--- src/rtl/branch_predictor.sv ---
`default_nettype none
// ============================================================================
// Module      : branch_predictor
// Description : Direct-mapped BTB with 2-bit saturating direction counters,
//               bimodal or gshare indexing, zero-latency lookup for IF and
//               EX-stage update port, plus saturating profiling counters.
// Revision    : 1.0 - initial release
// ============================================================================
module branch_predictor #(
    parameter int XLEN    = 32,
    parameter int IDX_W   = 6,
    parameter int TAG_W   = 10,
    parameter int MODE    = 0,
    parameter int GHIST_W = 6
) (
    input  logic               clk,
    input  logic               rst,
    input  logic [XLEN-1:0]    pred_pc_i,
    output logic               pred_hit_o,
    output logic               pred_taken_o,
    output logic [XLEN-1:0]    pred_target_o,
    output logic [GHIST_W-1:0] pred_ghr_o,
    input  logic               upd_valid_i,
    input  logic [XLEN-1:0]    upd_pc_i,
    input  logic               upd_is_cond_i,
    input  logic               upd_taken_i,
    input  logic [XLEN-1:0]    upd_target_i,
    input  logic [GHIST_W-1:0] upd_ghr_i,
    input  logic               upd_mispred_i,
    output logic [31:0]        cnt_branch_o,
    output logic [31:0]        cnt_mispred_o
);

    localparam int         C_ENTRIES = 1 << IDX_W;
    localparam logic [1:0] C_CTR_MAX = 2'b11;
    localparam logic [1:0] C_CTR_MIN = 2'b00;
    localparam logic [1:0] C_CTR_WT  = 2'b10;

    // Entry storage: control bits are reset, payload (tag/target) is not
    logic             r_valid  [C_ENTRIES];
    logic [1:0]       r_ctr    [C_ENTRIES];
    logic             r_jump   [C_ENTRIES];
    logic [TAG_W-1:0] r_tag    [C_ENTRIES];
    logic [XLEN-1:0]  r_target [C_ENTRIES];

    logic [31:0]        r_cnt_branch;
    logic [31:0]        r_cnt_mispred;
    logic [GHIST_W-1:0] w_ghr;

    logic [IDX_W-1:0] w_pidx;
    logic [IDX_W-1:0] w_uidx;
    logic [TAG_W-1:0] w_ptag;
    logic [TAG_W-1:0] w_utag;
    logic             w_p_hit;
    logic             w_u_hit;
    logic             w_alloc;
    logic             w_wr_target;
    logic             w_unused_bits;

    assign w_ptag = pred_pc_i[IDX_W+TAG_W+1:IDX_W+2];
    assign w_utag = upd_pc_i[IDX_W+TAG_W+1:IDX_W+2];

    // Address bits outside index/tag fields are intentionally ignored
    assign w_unused_bits = ^{pred_pc_i, upd_pc_i, upd_ghr_i};

    generate
        if (MODE == 1) begin : g_gshare
            logic [GHIST_W-1:0] r_ghr;

            // Non-speculative history: shifts only on resolved conditional branches
            always_ff @(posedge clk) begin
                if (rst) begin
                    r_ghr <= '0;
                end else if (upd_valid_i && upd_is_cond_i) begin
                    r_ghr <= GHIST_W'({r_ghr, upd_taken_i});
                end
            end

            assign w_ghr  = r_ghr;
            assign w_pidx = pred_pc_i[IDX_W+1:2] ^ IDX_W'(r_ghr);
            assign w_uidx = upd_pc_i[IDX_W+1:2] ^ IDX_W'(upd_ghr_i);
        end else begin : g_bimodal
            assign w_ghr  = '0;
            assign w_pidx = pred_pc_i[IDX_W+1:2];
            assign w_uidx = upd_pc_i[IDX_W+1:2];
        end
    endgenerate

    // Lookup path: pure combinational read, sees pre-update contents
    assign w_p_hit       = r_valid[w_pidx] && (r_tag[w_pidx] == w_ptag);
    assign pred_hit_o    = w_p_hit;
    assign pred_taken_o  = w_p_hit && (r_jump[w_pidx] || r_ctr[w_pidx][1]);
    assign pred_target_o = pred_taken_o ? r_target[w_pidx] : (pred_pc_i + XLEN'(4));
    assign pred_ghr_o    = w_ghr;

    // Update decode
    assign w_u_hit     = r_valid[w_uidx] && (r_tag[w_uidx] == w_utag);
    assign w_alloc     = upd_valid_i && !rst && !w_u_hit && upd_taken_i;
    assign w_wr_target = upd_valid_i && !rst &&
                         (w_u_hit ? (upd_taken_i || !upd_is_cond_i) : upd_taken_i);

    // Control bits: valid, direction counter and jump flag
    always_ff @(posedge clk) begin
        if (rst) begin
            for (int i = 0; i < C_ENTRIES; i++) begin
                r_valid[i] <= 1'b0;
                r_ctr[i]   <= 2'b00;
                r_jump[i]  <= 1'b0;
            end
        end else if (upd_valid_i) begin
            if (w_u_hit) begin
                if (upd_is_cond_i) begin
                    if (upd_taken_i) begin
                        if (r_ctr[w_uidx] != C_CTR_MAX) r_ctr[w_uidx] <= r_ctr[w_uidx] + 2'd1;
                    end else begin
                        if (r_ctr[w_uidx] != C_CTR_MIN) r_ctr[w_uidx] <= r_ctr[w_uidx] - 2'd1;
                    end
                end else begin
                    r_ctr[w_uidx]  <= C_CTR_MAX;
                    r_jump[w_uidx] <= 1'b1;
                end
            end else if (upd_taken_i) begin
                r_valid[w_uidx] <= 1'b1;
                r_jump[w_uidx]  <= !upd_is_cond_i;
                r_ctr[w_uidx]   <= upd_is_cond_i ? C_CTR_WT : C_CTR_MAX;
            end
        end
    end

    // Payload: tag on allocation, target whenever a taken outcome is recorded
    always_ff @(posedge clk) begin
        if (w_alloc) begin
            r_tag[w_uidx] <= w_utag;
        end
        if (w_wr_target) begin
            r_target[w_uidx] <= upd_target_i;
        end
    end

    // Profiling counters, saturating at all-ones
    always_ff @(posedge clk) begin
        if (rst) begin
            r_cnt_branch  <= '0;
            r_cnt_mispred <= '0;
        end else if (upd_valid_i) begin
            if (r_cnt_branch != 32'hFFFF_FFFF) begin
                r_cnt_branch <= r_cnt_branch + 32'd1;
            end
            if (upd_mispred_i && (r_cnt_mispred != 32'hFFFF_FFFF)) begin
                r_cnt_mispred <= r_cnt_mispred + 32'd1;
            end
        end
    end

    assign cnt_branch_o  = r_cnt_branch;
    assign cnt_mispred_o = r_cnt_mispred;

endmodule
`default_nettype wire

--- config.mk ---
export PLATFORM = sky130hd
export DESIGN_NAME = branch_predictor
export DESIGN_NICKNAME = d
export VERILOG_FILES = /design/src/rtl/branch_predictor.sv
export SDC_FILE = /design/constraint.sdc
export NUM_CORES = 2
export LEC_CHECK = 0
export CORE_MARGIN = 2
export CORE_UTILIZATION = 56
export CTS_CLUSTER_SIZE = 16
export DETAILED_ROUTE_END_ITERATION = 8
export PLACE_DENSITY = 0.75
export SLEW_MARGIN = 15
export SYNTH_ARGS = -nofsm -noshare
export SYNTH_HDL_FRONTEND = slang
export SYNTH_SLANG_ARGS = --single-unit
--- constraint.sdc ---
create_clock -name clk -period 6.25 [get_ports clk]
set_input_delay 1.25 -clock clk [delete_from_list [all_inputs] [get_ports clk]]
set_output_delay 1.25 -clock clk [all_outputs]
set_load 0.02 [all_outputs]
==> results by group <==
Synth
  • Biggest area consumer among synthesized cells: sky130_fd_sc_hd__edfxtp_1
  • Most used standard cell by instance count after synthesis: sky130_fd_sc_hd__edfxtp_1
  • Count of unique library cells instantiated by Yosys: 78
  • Yosys reg bits: 3,008
  • Post-synthesis instance area: 125,000 um^2
  • Gate Count Post-Synth: 6,566
  • Post-synthesis sequential area ratio: 71.0%
  • Count of yosys warnings during synthesis: 0
  • Area contributors post-synth: sky130_fd_sc_hd__edfxtp_1 (69%), sky130_fd_sc_hd__mux4_2 (16%), sky130_fd_sc_hd__dfxtp_1 (2.0%)
  • Proportion of netlist area held by the largest area contributor: 68.9%
  • Most used standard cells in the synthesized netlist: sky130_fd_sc_hd__edfxtp_1 (2,880), sky130_fd_sc_hd__mux4_2 (908), sky130_fd_sc_hd__nor2_1 (398), sky130_fd_sc_hd__clkbuf_1 (186), sky130_fd_sc_hd__buf_2 (177)
  • Synth Area per Inst: 19.1 um^2
  • Proportion of register bits with asynchronous set or reset after synthesis: 0%
  • Number of flops mapped to enable cells by yosys: 2,880
  • Primary FF master, synth: sky130_fd_sc_hd__edfxtp_1

Critical path
  • Element type at the critical path end: output port
  • Worst setup path class: in -> out
  • CP Max Fanout: 8
  • Required time worst endpoint: 5.00 ns
  • Crit. Startpoint: pred_pc_i[3]
  • Data arrival time of the critical path: 5.00 ns
  • Worst reg2reg startpoint: r_tag[15][6]
  • Sort of element at the start of the critical path: input port

STA
  • Number of pins exceeding their max-slew limit in the final report: 0
  • Achievable Freq: 160 MHz
  • Slew at the pin with the worst max-slew slack: 1.08 ns
  • Worst Hold Slack: 0.488 ns
  • Worst path setup slack after routing: -0.00113 ns
  • Time the worst path needs with I/O delays and setup: 6.25 ns
  • Worst max-slew margin expressed relative to the limit: 27.7%
  • Worst clock skew: 0.0961 ns
  • Setup violation total in the final timing report: 1
  • Final hold vios: 0
  • Setup tns final: -0.00113 ns
  • Period utilization: 100%

Routing
  • Via-to-Cell Ratio: 7.16
  • Length of the first detailed-routing pass in iterations: 9
  • Wire length after detailed routing: 401 mm
  • DR WL/cell: 38.3 um
  • Detail Route Antenna Nets: 0
  • Number of design-rule violations left by the first detailed-router iteration: 13,051
  • Total DRC errors in the routed layout: 4
  • Overall via count from detail_route: 74,975

Pwr
  • Leakage: 46.8 nW
  • Areal power density over the cells: 295 nW/um^2
  • Highest ir drop seen on vdd: 0.323 mV

Die
  • DIE WIDTH: 477 um
  • Vert. Die Dim: 477 um
  • Row Count: 173
  • Total I/O pin count: 212
  • Area of the die: 228,000 um^2
  • Core region area: 223,000 um^2
  • Starting density of the core: 56.4%

Min path
  • Worst hold start: r_valid[9]
  • Worst min-delay path category: reg -> reg

Placement
  • Post-placement cell area: 137,000 um^2
  • GPL Wtd Cong: 0.979
  • Number of buffers added on ports: 183
  • Dpl hpwl: 243 mm

Final layout
  • Area delta synth->final: 17.9%
  • Layout net count: 7,372
  • Post-layout util: 66.5%
  • Share of layout cells above drive strength 1: 30.9%
  • Final design instance area without fill: 148,000 um^2

Clock tree
  • TritonCTS Buffers: 319
  • Count of clock tree sinks: 3,008
  • Clock tree from TritonCTS: built
  • Clock Pin Slew Worst Setup and Hold Paths: 0.06 ns
  • Number of buffers added to fix hold violations after cts: 0
  • CTS H-tree lvls: 5
  • Library cell used as clock root buffer: sky130_fd_sc_hd__clkbuf_16
  • CTS Buffer Depth: 4
  • Insertion delay to the later sink of the worst-skew pair: 1.00 ns

Global route
  • Largest net degree at the start of global routing: 121
  • Aggregate global-route resource usage: 35.1%
  • Wire length of the first global-routing pass: 561 mm
  • Congestion Overflow GR: 0
  • Number of global-route vias before repair: 74,313
  • Antenna violations before repair: 36

Outcome
  • Violations in the final reports: DRC, setup timing
  • Status: finished with violations

Job
  • Maximum capacitance violations: 0
final timing paths:
kind / endpoint / slack [ns] / depth (start not counted)
worst max register to register: r_ctr[13][1] / 1.70 / 13
worst min register to register: r_valid[9] / 0.49 / 2
worst max-delay path: pred_target_o[4] / -0.001 / 15
worst min-delay path: r_valid[9] / 0.49 / 2
power by group:
| group | internal, mW | switching [mW] |
|---|---|---|
| clock network | 10.5 | 7.84 |
| logic | 1.19 | 1.88 |
| registers | 22.2 | 0.0441 |
flip-flops by register name, indices dropped and copies added (netlist names):
signal and count:
r_jump 64, cnt_branch_o 32, r_target 2048, r_valid 64, r_ctr 128, cnt_mispred_o 32
r_tag 640
layout make-up:
| cell class | count | area, um^2 |
|---|---|---|
| sequential | 3008 | 89000 |
| fill | 14099 | 74600 |
| multi-input combinational | 2994 | 34500 |
| timing repair buffer | 847 | 10500 |
| clock buffer | 389 | 8350 |
| tap | 2975 | 3720 |
| clock inverter | 159 | 1440 |
| inverter | 91 | 349 |
| antenna | 9 | 22.5 |
kinds of logic (layout without fill, tap and decap cells):
| family | after synthesis | after routing | share of synthesized area [%] |
|---|---|---|---|
| DFF | 3008 | 3008 | 71.0 |
| muxes | 1150 | 1150 | 18.3 |
| and+or+nand+nor | 1004 | 1004 | 3.74 |
| AOI/OAI and AO/OA | 734 | 734 | 4.17 |
| buffers and inverters | 569 | 1486 | 2.09 |
| xor gates and xnor gates | 97 | 97 | 0.677 |
| adders and majority gates | 3 | 3 | 0.0299 |
| other | 1 | 15 | 0.00299 |
per-stage QoR:
step	instances	total power, mW	setup WS (ns)
after floorplan	6571	24.2	0.121
after CTS	10454	43.5	-0.0319
after global placement	9890	25.5	-0.813
final	10472	43.6	-0.00113
after detailed placement	9890	25.5	-0.768
after global routing	10467	44.5	-0.00181
what timing repair did:
| item | 4_1_cts | 5_1_grt |
|---|---|---|
| setup endpoints to repair | 34 | 33 |
| pin swaps | 5 | 9 |
| gates resized for setup | 150 | 19 |
| gates cloned | 8 | 2 |
| buffers inserted | 8 | 6 |
placed cells by master, fill, tap and decap left out, types with 43 or more instances in the layout:
master,count
sky130_fd_sc_hd__inv_1,85
sky130_fd_sc_hd__o21ai_0,53
sky130_fd_sc_hd__clkinv_2,53
sky130_fd_sc_hd__clkdlybuf4s50_1,96
sky130_fd_sc_hd__buf_12,275
sky130_fd_sc_hd__clkinv_1,58
sky130_fd_sc_hd__nor2_4,66
sky130_fd_sc_hd__o21bai_1,129
sky130_fd_sc_hd__nand2_1,167
sky130_fd_sc_hd__mux2_2,89
sky130_fd_sc_hd__dfxtp_1,128
sky130_fd_sc_hd__xor2_1,43
sky130_fd_sc_hd__nor2_1,326
sky130_fd_sc_hd__mux4_2,908
sky130_fd_sc_hd__clkbuf_16,325
sky130_fd_sc_hd__xnor2_1,52
sky130_fd_sc_hd__buf_4,392
sky130_fd_sc_hd__a22oi_1,80
sky130_fd_sc_hd__a21oi_1,102
sky130_fd_sc_hd__clkbuf_1,64
sky130_fd_sc_hd__o22ai_1,131
sky130_fd_sc_hd__edfxtp_1,2880
sky130_fd_sc_hd__a221oi_1,78
sky130_fd_sc_hd__nand3_1,132
sky130_fd_sc_hd__nor3_1,107
sky130_fd_sc_hd__mux2i_1,147
metal layers:
metal / wire length (um) / global-route usage, % / share of wire, % / up-vias
li1: - / - / - / 28648
met1: 139000 / 47.5 / 35 / 38780
met2: 186000 / 53.1 / 46 / 6428
met3: 53800 / 9.27 / 13 / 1101
met4: 23100 / 17.5 / 5.7 / 18
met5: 123 / 0 / 0.031 / -
worst max-delay path, cell delays in order:
cell and delay [ns]:
sky130_fd_sc_hd__buf_16 0.18, sky130_fd_sc_hd__buf_12 0.15, sky130_fd_sc_hd__buf_4 0.11, sky130_fd_sc_hd__mux4_2 0.48, sky130_fd_sc_hd__mux2i_1 0.27, sky130_fd_sc_hd__a21oi_1 0.18
sky130_fd_sc_hd__mux4_2 0.63, sky130_fd_sc_hd__xnor2_2 0.20, sky130_fd_sc_hd__buf_4 0.16, sky130_fd_sc_hd__nand4bb_4 0.12, sky130_fd_sc_hd__nor4_4 0.21, sky130_fd_sc_hd__buf_12 0.20
sky130_fd_sc_hd__bufbuf_16 0.29, sky130_fd_sc_hd__mux2_2 0.35, sky130_fd_sc_hd__buf_2 0.17
Note: power is estimated with default switching activity, not from simulation.
